## src/rtl/ub_loop_nest_ctrl_if.sv

```systemverilog
// Control bundle between a loop-nest sequencer and the unified-buffer port it drives.
// UB_LOOP_CTRL_HALF_VARS_EN adds the halved iteration vector used for nearest-neighbour reads.
interface ub_loop_nest_ctrl_if #(
    parameter int WIDTH = 16
);
    logic                  start;
    logic                  stall;
    logic                  flush;
    logic                  en;
    logic [2:0][WIDTH-1:0] ctrl_vars;
    logic                  busy;
    logic                  done;
`ifdef UB_LOOP_CTRL_HALF_VARS_EN
    logic [2:0][WIDTH-1:0] ctrl_vars_half;

    modport master (output start, stall, flush,
                    input  en, ctrl_vars, ctrl_vars_half, busy, done);
    modport slave  (input  start, stall, flush,
                    output en, ctrl_vars, ctrl_vars_half, busy, done);
`else
    modport master (output start, stall, flush,
                    input  en, ctrl_vars, busy, done);
    modport slave  (input  start, stall, flush,
                    output en, ctrl_vars, busy, done);
`endif
endinterface

```

## src/rtl/ub_loop_nest_ctrl.sv

```systemverilog
// Sequences a 3-deep loop nest (start delay + initiation interval) into en/ctrl_vars for a UB port.
// Optional UB_LOOP_CTRL_HALF_VARS_EN drives ctrl_vars_half = ctrl_vars >> 1.
module ub_loop_nest_ctrl #(
    parameter int WIDTH       = 16,
    parameter int EXT0        = 1,
    parameter int EXT1        = 128,
    parameter int EXT2        = 128,
    parameter int START_DELAY = 0,
    parameter int II          = 1
) (
    input  logic                clk,
    input  logic                rst_n,
    ub_loop_nest_ctrl_if.slave  bus
);
    typedef enum logic [1:0] {S_IDLE, S_DELAY, S_RUN, S_DONE} state_t;

    localparam logic [WIDTH-1:0] E0_LAST = WIDTH'(EXT0 - 1);
    localparam logic [WIDTH-1:0] E1_LAST = WIDTH'(EXT1 - 1);
    localparam logic [WIDTH-1:0] E2_LAST = WIDTH'(EXT2 - 1);
    localparam logic [WIDTH-1:0] II_LAST = WIDTH'(II - 1);
    localparam logic [WIDTH-1:0] SD_LAST = WIDTH'((START_DELAY > 0) ? START_DELAY - 1 : 0);
    localparam logic [WIDTH-1:0] ONE     = WIDTH'(1);

    state_t                state_q, state_d;
    logic [WIDTH-1:0]      delay_cnt_q, delay_cnt_d;
    logic [WIDTH-1:0]      ii_cnt_q, ii_cnt_d;
    logic [2:0][WIDTH-1:0] vars_q, vars_d;
    logic                  en_int;
    logic                  wrap0, wrap1, wrap2;

    always_ff @(posedge clk or negedge rst_n) begin
        if (!rst_n) begin
            state_q     <= S_IDLE;
            delay_cnt_q <= '0;
            ii_cnt_q    <= '0;
            vars_q      <= '0;
        end else begin
            state_q     <= state_d;
            delay_cnt_q <= delay_cnt_d;
            ii_cnt_q    <= ii_cnt_d;
            vars_q      <= vars_d;
        end
    end

    always_comb begin
        state_d     = state_q;
        delay_cnt_d = delay_cnt_q;
        ii_cnt_d    = ii_cnt_q;
        vars_d      = vars_q;
        en_int      = (state_q == S_RUN) && (ii_cnt_q == '0) && !bus.stall;
        wrap0       = (vars_q[0] == E0_LAST);
        wrap1       = (vars_q[1] == E1_LAST);
        wrap2       = (vars_q[2] == E2_LAST);

        if (bus.flush) begin
            state_d     = S_IDLE;
            delay_cnt_d = '0;
            ii_cnt_d    = '0;
            vars_d      = '0;
        end else begin
            case (state_q)
                S_IDLE: begin
                    delay_cnt_d = '0;
                    ii_cnt_d    = '0;
                    vars_d      = '0;
                    if (bus.start) begin
                        state_d = (START_DELAY > 0) ? S_DELAY : S_RUN;
                    end
                end
                S_DELAY: begin
                    if (!bus.stall) begin
                        if (delay_cnt_q == SD_LAST) begin
                            delay_cnt_d = '0;
                            state_d     = S_RUN;
                        end else begin
                            delay_cnt_d = delay_cnt_q + ONE;
                        end
                    end
                end
                S_RUN: begin
                    if (!bus.stall) begin
                        ii_cnt_d = (ii_cnt_q == II_LAST) ? '0 : ii_cnt_q + ONE;
                    end
                    if (en_int) begin
                        if (wrap0 && wrap1 && wrap2) begin
                            state_d  = S_DONE;
                            ii_cnt_d = '0;
                            vars_d   = '0;
                        end else begin
                            // Odometer: each loop carries into the one outside it on wrap.
                            vars_d[2] = wrap2 ? '0 : vars_q[2] + ONE;
                            if (wrap2) begin
                                vars_d[1] = wrap1 ? '0 : vars_q[1] + ONE;
                            end
                            if (wrap2 && wrap1) begin
                                vars_d[0] = wrap0 ? '0 : vars_q[0] + ONE;
                            end
                        end
                    end
                end
                S_DONE: begin
                    state_d = S_IDLE;
                end
                default: begin
                    state_d = S_IDLE;
                end
            endcase
        end
    end

    assign bus.en        = en_int;
    assign bus.ctrl_vars = vars_q;
    assign bus.busy      = (state_q == S_DELAY) || (state_q == S_RUN);
    assign bus.done      = (state_q == S_DONE);

`ifdef UB_LOOP_CTRL_HALF_VARS_EN
    for (genvar gi = 0; gi < 3; gi++) begin : g_half
        assign bus.ctrl_vars_half[gi] = {1'b0, vars_q[gi][WIDTH-1:1]};
    end
`endif

endmodule

```

## src/flat_wrapper.sv

```systemverilog
// flat-port wrapper written by rule: the top's interface ports become plain ports
module ub_loop_nest_ctrl_flat 
#(
    parameter int WIDTH       = 16,
    parameter int EXT0        = 1,
    parameter int EXT1        = 128,
    parameter int EXT2        = 128,
    parameter int START_DELAY = 0,
    parameter int II          = 1
)
  (clk, rst_n, bus_start, bus_stall, bus_flush, bus_en, bus_ctrl_vars, bus_busy, bus_done);
  ub_loop_nest_ctrl_if #(.WIDTH(WIDTH)) bus_i ();
  input  logic clk;
  input  logic rst_n;
  input wire logic [$bits(bus_i.start)-1:0] bus_start;
  input wire logic [$bits(bus_i.stall)-1:0] bus_stall;
  input wire logic [$bits(bus_i.flush)-1:0] bus_flush;
  output wire logic [$bits(bus_i.en)-1:0] bus_en;
  output wire logic [$bits(bus_i.ctrl_vars)-1:0] bus_ctrl_vars;
  output wire logic [$bits(bus_i.busy)-1:0] bus_busy;
  output wire logic [$bits(bus_i.done)-1:0] bus_done;
  assign bus_i.start = bus_start;
  assign bus_i.stall = bus_stall;
  assign bus_i.flush = bus_flush;
  assign bus_en = bus_i.en;
  assign bus_ctrl_vars = bus_i.ctrl_vars;
  assign bus_busy = bus_i.busy;
  assign bus_done = bus_i.done;
  ub_loop_nest_ctrl #(.WIDTH(WIDTH), .EXT0(EXT0), .EXT1(EXT1), .EXT2(EXT2), .START_DELAY(START_DELAY), .II(II)) u_core (.clk(clk), .rst_n(rst_n), .bus(bus_i));
endmodule
```

## config.mk

```make
export PLATFORM = sky130hd
export DESIGN_NAME = ub_loop_nest_ctrl_flat
export DESIGN_NICKNAME = d
export VERILOG_FILES = /design/src/rtl/ub_loop_nest_ctrl_if.sv /design/src/rtl/ub_loop_nest_ctrl.sv /design/src/flat_wrapper.sv
export SDC_FILE = /design/constraint.sdc
export NUM_CORES = 1
export LEC_CHECK = 0
export CORE_UTILIZATION = 45
export CTS_CLUSTER_SIZE = 40
export DETAILED_ROUTE_END_ITERATION = 6
export GPL_ROUTABILITY_DRIVEN = 0
export PLACE_DENSITY = 0.66
export SETUP_SLACK_MARGIN = 0.1
export SKIP_CTS_REPAIR_TIMING = 1
export SYNTH_ARGS = -nofsm -noshare
export SYNTH_HDL_FRONTEND = slang
export SYNTH_SLANG_ARGS = --single-unit
```

## constraint.sdc

```tcl
create_clock -name clk -period 3.19 [get_ports clk]
set_clock_uncertainty 0.1 [all_clocks]
set_input_delay 0.319 -clock clk [delete_from_list [all_inputs] [get_ports clk]]
set_output_delay 0.319 -clock clk [all_outputs]
set_load 0.05 [all_outputs]
```

# Word level (Yosys, flattened, before mapping)
# Index checks and enable logic that the tools add are counted.
dict set report word_totals {
  wordCells 67
  in_bits 5
  out_inout_bits 51
  reg_bits 82
}
dict set report op_classes {
  muxes 26
  n_addsub 5
  eq_ne 12
  n_reduce_logical 18
}
# cell count
set ops {}
lappend ops {{$mux 16} 13}
lappend ops {{$mux 48} 3}
lappend ops {{$pmux 48 s2} 1}
lappend ops {{$add 16x1->16 const B} 5}
lappend ops {{$pmux 16 s2} 2}
lappend ops {{$logic_not 16->1} 3}
lappend ops {{$eq 16x7->1 const B} 2}
lappend ops {{$mux 2} 6}
lappend ops {{$ne 3x3->1 const B} 4}
lappend ops {{$pmux 2 s4} 1}
lappend ops {{$reduce_and 3->1} 2}
lappend ops {{$reduce_bool 3->1} 2}
lappend ops {{$logic_and 1x1->1} 5}
lappend ops {{$reduce_and 5->1} 1}
lappend ops {{$eq 2x2->1 const B} 2}
lappend ops {{$ne 4x3->1 const B} 1}
lappend ops {{$ne 4x4->1 const B} 1}
lappend ops {{$reduce_and 2->1} 2}
lappend ops {{$ne 3x2->1 const B} 1}
lappend ops {{$eq 2x1->1 const B} 1}
lappend ops {{$logic_not 2->1} 1}
lappend ops {{$logic_not 1->1} 1}
lappend ops {{$logic_or 1x1->1} 1}

# Logic depth before layout (Yosys ltp)
# Gate-level depths: netlist of run 1.
dict set report logic_depth {
  word_depth 7
  depth_mapped 10
}

# Worst setup path after synthesis of run 1
# No wires, ideal clock.
dict set report synth_path {
  kind {register to register}
  startpoint {reg u_core.vars_q, in the netlist u_core.bus.ctrl_vars[32]}
  endpoint {reg u_core.vars_q, in the netlist u_core.bus.ctrl_vars[5]}
  t_required_ns 2.940
  path_slack_ns 0.621
  stages_incl_launch_ff 10
  setup_ns 0.150
  n_path_buf 3
  arrival_ns 2.320
  path_cell_list {dfrtp_1 -> ha_1 -> and4bb_1 -> nand4_1 -> and2_1 -> buf_2 -> buf_2 -> buf_6 -> o41ai_1 -> o41ai_1}
}
dict set report synth_between {
  elab_chain_cells 6
}
# element line_no
set synth_rtl {}
lappend synth_rtl {{from (decl)} ub_loop_nest_ctrl.sv:27} ;# logic [2:0][WIDTH-1:0] vars_q, vars_d;
lappend synth_rtl {{from (signal assigned)} ub_loop_nest_ctrl.sv:41} ;# vars_q <= vars_d;
lappend synth_rtl {{$eq 16x7->1 *} ub_loop_nest_ctrl.sv:53} ;# wrap2 = (vars_q[2] == E2_LAST);
lappend synth_rtl {{$logic_and 1x1->1} ub_loop_nest_ctrl.sv:85} ;# if (wrap0 && wrap1 && wrap2) begin
lappend synth_rtl {{$mux 48} ub_loop_nest_ctrl.sv:85}
lappend synth_rtl {{$mux 48} ub_loop_nest_ctrl.sv:84} ;# if (en_int) begin
lappend synth_rtl {{$pmux 48 s2} ub_loop_nest_ctrl.sv:61} ;# case (state_q)
lappend synth_rtl {{$mux 48} ub_loop_nest_ctrl.sv:55} ;# if (bus.flush) begin
# Mark *: on every way between the ends. The rest lies on a longest branch, timed or not. The select of a mux whose other input is x is not followed.
# A chain may end at the register's enable or synchronous reset.

# Final worst setup path of run 1
dict set report layout_path {
  startpoint {reg u_core.ii_cnt_q[0]}
  endpoint {out bus_en}
}
dict set report layout_between {
  elab_chain_cells 3
}
# element line_no
set layout_rtl {}
lappend layout_rtl {{from (decl)} ub_loop_nest_ctrl.sv:26} ;# logic [WIDTH-1:0] ii_cnt_q, ii_cnt_d;
lappend layout_rtl {{from (signal assigned)} ub_loop_nest_ctrl.sv:40} ;# ii_cnt_q <= ii_cnt_d;
lappend layout_rtl {{$logic_not 16->1} ub_loop_nest_ctrl.sv:50} ;# en_int = (state_q == S_RUN) && (ii_cnt_q == '0) && !bus.stall;
lappend layout_rtl {{$logic_and 1x1->1 (2 in series)} ub_loop_nest_ctrl.sv:50}
lappend layout_rtl {{to (decl)} flat_wrapper.sv:18} ;# output wire logic [$bits(bus_i.en)-1:0] bus_en;
# No other way between the ends.

==> results of run 1 <==
==> worst max-delay path, delay by kind of cell (launching register included) <==
family	cells	cell delay [ns]
buffers and inverters	2	0.87
and+or+nand+nor	3	0.60
DFF	1	0.43
adders and majority gates	1	0.14
==> area by class of cell <==
type / instances / area, µm²
inverter: 23 / 86.3
fill: 994 / 5010
tap: 140 / 175
clock inverter: 3 / 15.0
timing repair buffer: 69 / 666
multi-input combinational: 414 / 2740
clock buffer: 13 / 149
sequential: 82 / 2050
==> where the power goes <==
| part | internal [W] | switching, W | leakage (nW) | total (W) |
|---|---|---|---|---|
| Sequential | 0.00107 | 0.0000491 | 1.14 | 0.00112 |
| Combinational | 0.000305 | 0.000686 | 1.02 | 0.000991 |
| Clock | 0.000302 | 0.000378 | 0.0872 | 0.000680 |
==> how the worst min path moves through the flow <==
stage / slack (ns) / start / cells past startpoint / end
6_report: 0.04 / rst_n / 1 / u_core.delay_cnt_q[7]$_DFFE_PN0P_
5_1_grt: 0.13 / rst_n / 1 / u_core.delay_cnt_q[5]$_DFFE_PN0P_
3_5_place_dp: 0.42 / u_core.ii_cnt_q[5]$_DFFE_PN0P_ / 1 / u_core.ii_cnt_q[5]$_DFFE_PN0P_
2_1_floorplan: -0.08 / rst_n / 0 / u_core.bus.ctrl_vars[0]$_DFFE_PN0P_
3_3_place_gp: 0.41 / u_core.ii_cnt_q[5]$_DFFE_PN0P_ / 1 / u_core.ii_cnt_q[5]$_DFFE_PN0P_
4_1_cts: 0.08 / rst_n / 1 / u_core.delay_cnt_q[8]$_DFFE_PN0P_
==> registers in the layout (all words and copies together), names as in the netlist <==
name	cells
u_core.state_q	2
u_core.ii_cnt_q	16
u_core.delay_cnt_q	16
u_core.bus.ctrl_vars	48
==> metrics by stage <==
step / total power (W) / setup slack [ns] / utilization [%]
after detailed placement: 0.00213 / 0.471 / 52.5
after global placement: 0.00211 / 0.533 / 52.5
after global routing: 0.00295 / 0.251 / 54.0
final: 0.00279 / 0.359 / 54.0
after CTS: 0.00281 / 0.327 / 54.0
after floorplan: 0.00186 / 0.621 / -
==> layer usage <==
layer	GRT usage, %	vias up
met5	0	-
met3	3.51	11
li1	-	2189
met4	9.30	0
met1	32.9	2242
met2	35.2	85
==> kinds of logic (layout without fill, tap and decap cells) <==
logic type                 count (synthesis)  count (layout)  synth area share, %
and+or+nand+nor                          236             236                 26.6
DFF                                       82              82                 40.7
AOI/OAI and AO/OA                        144             144                 20.4
muxes                                      9               9                 1.81
xor gates and xnor gates                  13              13                 2.26
buffers and inverters                     52             108                 5.23
adders and majority gates                 12              12                 2.98
==> layout by cell type, fill, tap and decap left out, types with 5 or more instances in the layout <==
cell             instances
or3_1                    5
a21oi_1                 31
nor2b_1                  6
o31ai_1                 19
o21ai_1                  5
inv_1                   23
nor3_1                  19
buf_4                   14
o41ai_1                  8
xnor2_1                 10
clkdlybuf4s50_1         54
dfrtp_1                 82
nand2b_1                 7
and2_1                   5
a21o_1                   8
nand2_1                 37
a211oi_1                 7
nor4_1                  15
and3_1                   7
and4_1                   7
o211ai_1                 5
o21ai_0                 26
o31ai_2                  5
ha_1                    12
mux2i_1                  8
nor2_1                  34
nand4_1                 17
nand3_1                 39
o41ai_2                  5
clkbuf_8                10
a22o_1                   6
or4_1                   19
==> flow_summary_export.csv, run 1 <==
group,metric,value,unit
outcome,status,"finished clean",
logic_synthesis,synth_area_per_cell,9.21,µm²
floorplan,die_width,108,µm
pwr,p_leak,2.25,nW
logic_synthesis,synthFlopType,"dfrtp_1",
routing,wl_met1,6160,µm
timing,whs,0.0411,ns
logic_synthesis,syn-num-nets,565,
grt,grt_use_total,23.2,%
floorplan,die_h,108,µm
cells_and_area,drive_gt1_share,8.28,%
floorplan,die_area,0.0116,mm²
critical_path,path_class,"reg2out",
critical_path,endpoint,"bus_en",
logic_synthesis,synthTopCellsByArea,"dfrtp_1 (41%), nand3_1 (3.9%), a21oi_1 (3.1%)",
logic_synthesis,syn_area,0.00504,mm²
critical_path,crit_slowest_cell,"clkdlybuf4s50_1",
clock_network,cts_sinks,82,
timing,rsz0062_at_grt,"no",
routing,routed_wl,12800,µm
routing,ant_nets,0,
timing,tns,0,ns
clock_network,cts-root-buf,"clkbuf_8",
critical_path,crit_path_max_incr_delay,0.79,ns
floorplan,fp.coreArea,0.0109,mm²
timing,final_hold_viol_count,0,
critical_path,reg2reg_from,"u_core.bus.ctrl_vars[23]$_DFFE_PN0P_",
placed_design,dp_hpwl,8670,µm
critical_path,crit_start,"u_core.ii_cnt_q[0]$_DFFE_PN0P_",
job,cap_violations,0,
clock_network,clock_path_buffers,2,
routing,highest_layer,"met4",
routing,drtPass1Iterations,6,
logic_synthesis,yosysWarnings,0,
timing,max_slew_margin,31.8,%
critical_path,path_cells,"inv_1 -> ha_1 -> nor3b_1 -> and4_1 -> and3_1 -> clkdlybuf4s50_1",
cells_and_area,syn2layout_area_growth,16.5,%
clock_network,clk_latency,0.36,ns
placed_design,dp_cells,728,
clock_network,h-tree-depth,3,
critical_path,crit_fanout,5,
routing,vias,4527,
cells_and_area,nNetsFinal,616,
pwr,peakVddDrop,0.408,mV
grt,grt_pass1_wl,21100,µm
clock_network,clk_pin_slew,0.08,ns
floorplan,rows,38,
logic_synthesis,ys_ff_latch,82,
logic_synthesis,synth_enable_flop_cells,0,
routing,first_iter_violations,379,
routing,vias_per_cell,6.08,
grt,grt_max_degree,83,
timing,clock.fmax,353,MHz
logic_synthesis,synth.top_cell.area_share,40.7,%
routing,wl_per_cell,17.2,µm
critical_path,cp-end-kind,"output pin",
floorplan,io_pins,56,
grt,grt_pass1_vias,4225,
timing,setup_viol,0,
routing,wl_met3,464,µm
clock_network,cts_buffers,9,
hold_path,hold_class,"in2async",
timing,fin_crit,2.83,ns
pwr,power_density,474,mW/mm²
cells_and_area,fin_cells,744,
critical_path,rrSetupSlack,0.58,ns
grt,grt_overflow_total,0,
logic_synthesis,synthMostInstantiatedCell,"dfrtp_1",
critical_path,arrival,2.41,ns
cells_and_area,diodes,0,
critical_path,reg2reg_depth,5,
logic_synthesis,ys_types,63,
routing,drcViolationCount,0,
logic_synthesis,yosysSeqAreaShare,40.7,%
routing,routed-wl-met2,5990,µm
critical_path,reg2reg_to,"u_core.bus.ctrl_vars[5]$_DFFE_PN0P_",
logic_synthesis,yosysTopAreaCell,"dfrtp_1",
critical_path,worstPathRequired,2.77,ns
logic_synthesis,synthArstFlopShare,100,%
placed_design,port_buffers,55,
logic_synthesis,yosys-top-cells-count,"dfrtp_1 (82), nand3_1 (39), nand2_1 (37)",
cells_and_area,design_area,0.00588,mm²
clock_network,cts_tree,"yes",
grt,grt_antenna_before_repair,0,
timing,finalMaxSlewViolations,0,
placed_design,post_dp_cell_area,0.00572,mm²
floorplan,start_util,46.3,%
logic_synthesis,syn-instance-count,548,
timing,post-route-period-util,88.7,%
critical_path,start_kind,"flop",
timing,tightest_slew,1.02,ns
Power figures use the tool's default switching activity.
==> inputs of run 2 (changes only) <==
--- a/config.mk
+++ b/config.mk
@@ -6,7 +6,7 @@
 export NUM_CORES = 1
 export LEC_CHECK = 0
 export CORE_UTILIZATION = 45
-export CTS_CLUSTER_SIZE = 40
+export CTS_CLUSTER_SIZE = 8
 export DETAILED_ROUTE_END_ITERATION = 6
 export GPL_ROUTABILITY_DRIVEN = 0
 export PLACE_DENSITY = 0.66
==> results of run 2 <==
Same layout as run 1: the final DEF is identical, and so are final timing and power.
==> inputs of run 3 (changes only) <==
--- a/config.mk
+++ b/config.mk
@@ -11,7 +11,6 @@
 export GPL_ROUTABILITY_DRIVEN = 0
 export PLACE_DENSITY = 0.66
 export SETUP_SLACK_MARGIN = 0.1
-export SKIP_CTS_REPAIR_TIMING = 1
 export SYNTH_ARGS = -nofsm -noshare
 export SYNTH_HDL_FRONTEND = slang
 export SYNTH_SLANG_ARGS = --single-unit
==> constraint.sdc (replaced) <==
create_clock -name clk -period 3.3 [get_ports clk]
set_clock_uncertainty 0.1 [all_clocks]
set_input_delay 0.33 -clock clk [delete_from_list [all_inputs] [get_ports clk]]
set_output_delay 0.33 -clock clk [all_outputs]
set_load 0.05 [all_outputs]
==> flow_summary_export.csv, run 3 (synthesized netlist as in run 1, its figures left out) <==
group,metric,value,unit
routing,vias_per_cell,6.09,
routing,ant_nets,0,
critical_path,crit_path_max_incr_delay,0.80,ns
floorplan,die_h,108,µm
critical_path,crit_slowest_cell,"clkdlybuf4s50_1",
clock_network,postCtsSetupBuffers,0,
pwr,peakVddDrop,0.435,mV
clock_network,post_cts_resized,0,
timing,worst_slack,0.299,ns
cells_and_area,syn2layout_area_growth,16.9,%
clock_network,h-tree-depth,3,
timing,finalMaxSlewViolations,0,
critical_path,cp_top_family,"buffers and inverters",
timing,fin_crit,3.00,ns
hold_path,hold_class,"in2async",
clock_network,cts_buffers,9,
critical_path,path_buf_inv,3,
critical_path,path_class,"reg2out",
placed_design,pre_cts_ws,0.632,ns
clock_network,cts_sinks,82,
timing,clock.fmax,333,MHz
critical_path,rrSetupSlack,0.64,ns
cells_and_area,drive_gt1_share,8.14,%
cells_and_area,design_area,0.00590,mm²
timing,tightest_slew,1.05,ns
timing,whs,0.0505,ns
critical_path,start_kind,"flop",
clock_network,clk_latency,0.35,ns
clock_network,cts_hold_buf,0,
placed_design,dp_cells,726,
grt,grt_pass1_wl,20800,µm
routing,vias,4522,
timing,max_slew_margin,29.8,%
grt,grt_max_degree,83,
timing,setup_viol,0,
floorplan,start_util,46.3,%
cells_and_area,nNetsFinal,614,
placed_design,post_dp_cell_area,0.00571,mm²
job,cap_violations,0,
critical_path,path_cells,"inv_1 -> ha_1 -> nor3b_1 -> and4_1 -> buf_4 -> and3_1 -> clkdlybuf4s50_1",
cells_and_area,largest_reg_flops,48,
floorplan,die_width,108,µm
timing,final_hold_viol_count,0,
placed_design,dp_hpwl,8380,µm
floorplan,io_pins,56,
floorplan,rows,38,
routing,wl_per_cell,16.6,µm
timing,tns,0,ns
clock_network,clock_path_buffers,2,
cells_and_area,diodes,0,
grt,grt_overflow_total,0,
routing,routed_wl,12300,µm
cells_and_area,fin_cells,742,
critical_path,cp-end-kind,"output pin",
placed_design,port_buffers,55,
pwr,power_density,462,mW/mm²
routing,first_iter_violations,281,
cells_and_area,mostFrequentLayoutCells,"dfrtp_1 (82), clkdlybuf4s50_1 (54), nand3_1 (39)",
pwr,p_leak,2.25,nW
grt,grt_antenna_before_repair,0,
timing,post-route-period-util,90.9,%
floorplan,die_area,0.0116,mm²
routing,drcViolationCount,0,
cells_and_area,final_common_cell,"dfrtp_1",
grt,grt_use_total,22.5,%
grt,grt_pass1_vias,4291,
clock_network,cts_tree,"yes",
clock_network,cts-root-buf,"clkbuf_8",
clock_network,clk_pin_slew,0.08,ns
critical_path,arrival,2.57,ns
critical_path,worstPathRequired,2.87,ns
routing,drtPass1Iterations,5,
timing,rsz0062_at_grt,"no",
outcome,status,"finished clean",
critical_path,crit_fanout,8,
floorplan,fp.coreArea,0.0109,mm²
run 3: changes by cell type in the layout (fill, tap and decap cells not counted):
cell	before	now
buf_4	14	11
clkbuf_8	10	12
buf_12	1	2
clkbuf_1	3	2
clkinv_2	3	2
run 3: worst paths after layout:
| path | cells after the start | to | from |
|---|---|---|---|
| max reg2reg | 5 | u_core.bus.ctrl_vars[5]$_DFFE_PN0P_ | u_core.bus.ctrl_vars[23]$_DFFE_PN0P_ |
| min | 1 | u_core.delay_cnt_q[9]$_DFFE_PN0P_ | rst_n |
| max in group asynchronous | 1 | u_core.bus.ctrl_vars[29]$_DFFE_PN0P_ | rst_n |
| min in group clk | 1 | u_core.ii_cnt_q[5]$_DFFE_PN0P_ | u_core.ii_cnt_q[5]$_DFFE_PN0P_ |
| min reg2reg | 1 | u_core.ii_cnt_q[5]$_DFFE_PN0P_ | u_core.ii_cnt_q[5]$_DFFE_PN0P_ |
| max | 7 | bus_en | u_core.ii_cnt_q[0]$_DFFE_PN0P_ |
run 3: through the flow:
| step | power, W | util (%) |
|---|---|---|
| after floorplan | 0.00179 | - |
| after global placement | 0.00203 | 52.5 |
| after detailed placement | 0.00205 | 52.5 |
| after CTS | 0.00274 | 54.1 |
| after global routing | 0.00287 | 54.1 |
| final | 0.00272 | 54.1 |
run 3: power breakdown:
part | switching, W | internal (W)
clock network | 0.000358 | 0.000334
registers | 0.0000483 | 0.00103
logic | 0.000652 | 0.000296
total | 0.00106 | 0.00166
run 3: routing by layer:
metal	wire, µm	track usage [%]
met5	0	0
met4	185	7.44
met3	526	4.06
met2	5810	36.2
met1	5820	30.3
run 3: layout make-up:
class	instances	area, µm²
well taps	140	175
multi-input cells	414	2740
clock buffers	14	173
inverters	23	86.3
flip-flops and latches	82	2050
fillers	991	4990
repair buffers	67	663
clock inverters	2	10.0
